File: config.mk
export PLATFORM = sky130hd
export DESIGN_NAME = seq_detect_mealy
export DESIGN_NICKNAME = d
export VERILOG_FILES = /design/src/rtl/seq_detect_mealy.sv
export SDC_FILE = /design/constraint.sdc
export NUM_CORES = 1
export LEC_CHECK = 0
export ABC_AREA = 1
export ABC_CLOCK_PERIOD_IN_PS = 1300
export CAP_MARGIN = 20
export CORE_UTILIZATION = 30
export DETAILED_ROUTE_END_ITERATION = 10
export SLEW_MARGIN = 20
export SYNTH_ARGS = -nofsm -noshare
export SYNTH_HDL_FRONTEND = slang
export SYNTH_SLANG_ARGS = --single-unit
File: constraint.sdc
create_clock -name clk -period 1.3 [get_ports clk]
set_input_delay 0.26 -clock clk [delete_from_list [all_inputs] [get_ports clk]]
set_output_delay 0.26 -clock clk [all_outputs]
set_load 0.01 [all_outputs]
File: src/rtl/seq_detect_mealy.sv
// Mealy serial-pattern detector with a runtime-loadable PAT_W-bit pattern,
// optional overlapping detection and a saturating match counter.
module seq_detect_mealy #(
    parameter int unsigned PAT_W = 4,
    parameter int unsigned CNT_W = 8
) (
    input  logic             clk,
    input  logic             reset,
    input  logic             in_valid,
    input  logic             in_bit,
    input  logic             cfg_load,
    input  logic [PAT_W-1:0] cfg_pattern,
    input  logic             cfg_overlap,
    output logic             match,
    output logic             armed,
    output logic [CNT_W-1:0] match_count
);

    localparam int unsigned FILL_W = $clog2(PAT_W);
    localparam logic [FILL_W-1:0] FILL_LAST = FILL_W'(PAT_W - 2);

    typedef enum logic {
        StFill,
        StArmed
    } state_e;

    state_e             r_state;
    state_e             w_state_d;
    logic [FILL_W-1:0]  r_fill;
    logic [FILL_W-1:0]  w_fill_d;
    logic [PAT_W-2:0]   r_hist;
    logic [PAT_W-2:0]   w_hist_d;
    logic [PAT_W-1:0]   r_pattern;
    logic               r_overlap;
    logic [CNT_W-1:0]   r_count;
    logic [CNT_W-1:0]   w_count_d;
    logic [PAT_W-1:0]   w_window;

    assign w_window = {r_hist, in_bit};

    // Reset and cfg_load override everything below inside the state register.
    always_comb begin
        w_state_d = r_state;
        w_fill_d  = r_fill;
        w_hist_d  = r_hist;
        w_count_d = r_count;
        match     = 1'b0;

        if (!reset && !cfg_load && in_valid) begin
            case (r_state)
                StFill: begin
                    w_hist_d = w_window[PAT_W-2:0];
                    w_fill_d = r_fill + FILL_W'(1);
                    if (r_fill == FILL_LAST) begin
                        w_state_d = StArmed;
                    end
                end
                StArmed: begin
                    w_hist_d = w_window[PAT_W-2:0];
                    if (w_window == r_pattern) begin
                        match = 1'b1;
                        if (!r_overlap) begin
                            w_hist_d  = '0;
                            w_fill_d  = '0;
                            w_state_d = StFill;
                        end
                    end
                end
                default: begin
                    w_state_d = StFill;
                end
            endcase
        end

        if (match && (r_count != {CNT_W{1'b1}})) begin
            w_count_d = r_count + CNT_W'(1);
        end
    end

    always_ff @(posedge clk) begin
        if (reset) begin
            r_state   <= StFill;
            r_fill    <= '0;
            r_hist    <= '0;
            r_pattern <= '0;
            r_overlap <= 1'b1;
            r_count   <= '0;
        end else if (cfg_load) begin
            r_state   <= StFill;
            r_fill    <= '0;
            r_hist    <= '0;
            r_pattern <= cfg_pattern;
            r_overlap <= cfg_overlap;
            r_count   <= '0;
        end else begin
            r_state   <= w_state_d;
            r_fill    <= w_fill_d;
            r_hist    <= w_hist_d;
            r_count   <= w_count_d;
        end
    end

    assign armed       = (r_state == StArmed);
    assign match_count = r_count;

endmodule

==> results.toml, run 1 <==
[worst_setup_path]
timing.reg2reg.setup_slack_ps = -70
slowest_delay_ps = 350
crit_slowest_cell = "dfxtp_2"
required_ps = 1040
cp-start-kind = "flop"
endpoint_kind = "output pin"
path_common_cell = "nand2_2"
critPathMaxFanout = 3
worst-setup-path-type = "reg2out"
crit_arrival_ps = 1240
path_cells = "inv_1 > nand2_2 > nand2_2 > nor2_4 > nand2_4 > nor2_8 > buf_6"
critPathTopFamily = "simple AND/OR/NAND/NOR gates"
critPathBufInv = 2

[timing]
hold_viol_final = 0
final.setup_skew_ps = 11.2
relSlewSlack_pct = 83.6
max_freq_mhz = 666
timing.final.max_slew_violations = 0
rsz0062_at_grt = "true"
fin_setup_tns_ps = -564
min_period_over_period_pct = 115
setup_viol = 12
period_minus_slack_ps = 1500
setup_ws_ps = -201
tightest_slew_ps = 244

[floorplan]
core_um2 = 3150
dieArea_um2 = 3690
die_h_um = 60.7
boundaryPins = 20
die_w_um = 60.7
initial_core_util_pct = 32.8
std_cell_rows = 20

[placement]
dp_hpwl_um = 1960
dpl_cell_area_um2 = 1490
gp_congestion = 0.835
io_buffers = 19
dp_slack_ps = -739
dp.cells = 236

[logic_synthesis]
yosys.area.top_type = "dfxtp_1"
avgSynthCellArea_um2 = 7.04
yosys.area.top_type_share_pct = 36.8
ys_types = 20
syn-num-nets = 159
yosys-top-cells-area = "dfxtp_1 (37%), nand2_1 (11%), inv_1 (9.1%), a21oi_1 (8.7%), nand3_1 (5.8%)"
synth-seq-cells = 19
yosysSeqAreaShare_pct = 36.8
netlist_instances = 147
yosysWarnings = 0
synth_area_um2 = 1030

[power_and_ir_drop]
clkPwrFrac_pct = 27.1
p_sw_share_pct = 27.7
leakage_uw = 0.000740
p_seq_share_pct = 52.9
p_per_area_nw_per_um2 = 693
p_comb_share_pct = 20.0
p_total_uw = 1140
ir_worst_vdd_mv = 0.638
netSwitchingPower_uw = 315
p_int_uw = 821

[flow_run]
max_cap_viol_count = 0

[route]
drt_iter0_markers = 20
num_vias = 1089
viasPerCell = 4.46
drc = 0
firstDrtPassIters = 4
wire_per_inst_um = 11.1
ant_nets = 0
totalWireLength_um = 2710

[layout]
drive_gt1_share_pct = 43.0
n_fill_cell = 326
fin_cells = 244
antenna_cells = 0
multi_input_area_um2 = 646
register_area_um2 = 405
final_area_um2 = 1640
syn_to_final_growth_pct = 58.4
finalNetCount = 213

[clock_tree]
cts_root_buffer = "clkbuf_4"
htree_levels = 1
numCtsBuffers = 3
cts_sinks = 19
max-clock-path-buffers = 2
clk_latency_ps = 310
path_clk_slew_ps = 100
cts_tree = "done"

[global_route]
track_usage_pct = 16.2
grt_max_degree = 12
grt_pass1_wl_um = 4420
grt_pass1_vias = 1062
grt_overflow_total = 0
grt_antenna_before_repair = 0

[worst_hold_path]
hp-class = "in2reg"

[status]
violations = "setup timing"
outcome = "finished with violations"
## repair_timing
item,4_1_cts,5_1_grt
buffers inserted,4,1
gates cloned,0,0
setup endpoints to repair,21,19
gates resized for setup,36,33
pin swaps,5,9
hold buffers,0,0
## area by class of cell
type | instances | area share [%]
flip-flops and latches | 19 | 24.7
well taps | 44 | 3.36
clock buffers | 3 | 1.37
repair buffers | 50 | 24.9
multi-input cells | 101 | 39.4
clock inverters | 1 | 0.305
inverters | 26 | 5.95
## metrics by stage
stage	utilization (%)	hold WS, ps
finish	52.0	403
global route	52.0	401
CTS	49.2	389
detailed placement	47.3	484
global placement	47.3	468
floorplan	-	360
## flip-flops by register name (all words and copies together) (netlist names)
name         count
armed            1
match_count      8
r_fill           2
r_hist           3
r_overlap        1
r_pattern        4
## kinds of logic after synthesis
logic type	Yosys count	synth area share, %
flip-flops	19	36.8
XOR/XNOR	4	3.39
AO/OA/AOI/OAI	28	13.5
AND/OR/NAND/NOR	67	34.1
buffers and inverters	27	9.79
adder cells (fa/ha/maj)	2	2.42
## Yosys cell counts
library cell   n
nand2_1       30
inv_1         25
dfxtp_1       19
a21oi_1       18
nand3_1       12
nor2_1        10
o21ai_0        7
nor2_4         4
xor2_1         4
nand4_1        3
o21ai_1        3
ha_1           2
nand2_2        2
nand2_4        2
clkbuf_1       1
inv_2          1
nand4_2        1
nor2_2         1
nor2_8         1
nor3_1         1
## cell usage in the layout (no fill, tap or decap)
| master | netlist | layout |
|---|---|---|
| nand2_1 | 30 | 20 |
| nand2_2 | 2 | 11 |
| nor2_8 | 1 | 1 |
| inv_2 | 1 | 4 |
| clkinv_2 | 0 | 1 |
| o21ai_0 | 7 | 5 |
| buf_4 | 0 | 28 |
| ha_1 | 2 | 1 |
| clkbuf_2 | 0 | 3 |
| nand4_4 | 0 | 1 |
| nand3_4 | 0 | 1 |
| o21ai_2 | 0 | 3 |
| xor2_1 | 4 | 4 |
| a21oi_1 | 18 | 16 |
| inv_1 | 25 | 22 |
| nand4_1 | 3 | 3 |
| ha_4 | 0 | 1 |
| o21ai_1 | 3 | 2 |
| nand3_1 | 12 | 10 |
| dfxtp_1 | 19 | 5 |
| nand3_2 | 0 | 1 |
| a21oi_2 | 0 | 2 |
| buf_6 | 0 | 4 |
| nor2_4 | 4 | 5 |
| nor3_1 | 1 | 1 |
| nor2_1 | 10 | 10 |
| dfxtp_4 | 0 | 3 |
| dlygate4sd2_1 | 0 | 10 |
| clkdlybuf4s50_1 | 0 | 5 |
| dfxtp_2 | 0 | 11 |
| nand2_4 | 2 | 3 |
| clkbuf_4 | 0 | 3 |
## power groups by stage
stage | registers, uW | clock network, uW | logic [uW]
detailed placement | 618 | 0 | 191
CTS | 605 | 322 | 204
finish | 601 | 308 | 227
floorplan | 618 | 0 | 90.7
global placement | 617 | 0 | 188
global route | 604 | 359 | 247
## worst reg2reg max path: stages (launching register included)
cell	delay (ps)
dfxtp_2	350
inv_1	50
nand2_2	50
nand2_2	70
nor2_4	140
buf_4	120
buf_4	120
nand4_4	160
o21ai_1	170
nor2_1	50
## routing by layer
layer | wire length, um | global-route usage, %
met4 | 70 | 4.22
met3 | 145 | 5.97
met2 | 1330 | 28.7
met1 | 1160 | 18.3
met5 | 0 | 0
## path summary, 6_finish.rpt
kind | startpoint | to | depth (start not counted)
worst max register to register | r_hist[2]$_SDFFE_PP0P_ | match_count[0]$_SDFFE_PP0P_ | 9
worst min register to register | match_count[3]$_SDFFE_PP0P_ | match_count[3]$_SDFFE_PP0P_ | 2
worst min-delay path | in_bit | r_hist[0]$_SDFFE_PP0P_ | 3
worst max-delay path | r_hist[2]$_SDFFE_PP0P_ | match | 7
Note: power is estimated with default switching activity, not from simulation.
==> inputs of run 2 (changes only) <==
--- a/config.mk
+++ b/config.mk
@@ -9,6 +9,7 @@
 export ABC_CLOCK_PERIOD_IN_PS = 1300
 export CAP_MARGIN = 20
 export CORE_UTILIZATION = 30
+export CTS_CLUSTER_DIAMETER = 40
 export DETAILED_ROUTE_END_ITERATION = 10
 export SLEW_MARGIN = 20
 export SYNTH_ARGS = -nofsm -noshare
==> results of run 2 <==
Final layout, timing and power as in run 1 (identical DEF).
==> inputs of run 3 (changes only) <==
--- a/config.mk
+++ b/config.mk
@@ -7,7 +7,6 @@
 export LEC_CHECK = 0
 export ABC_AREA = 1
 export ABC_CLOCK_PERIOD_IN_PS = 1300
-export CAP_MARGIN = 20
 export CORE_UTILIZATION = 30
 export CTS_CLUSTER_DIAMETER = 40
 export DETAILED_ROUTE_END_ITERATION = 10
==> results of run 3 <==
Final layout, timing and power as in run 1 (identical DEF).
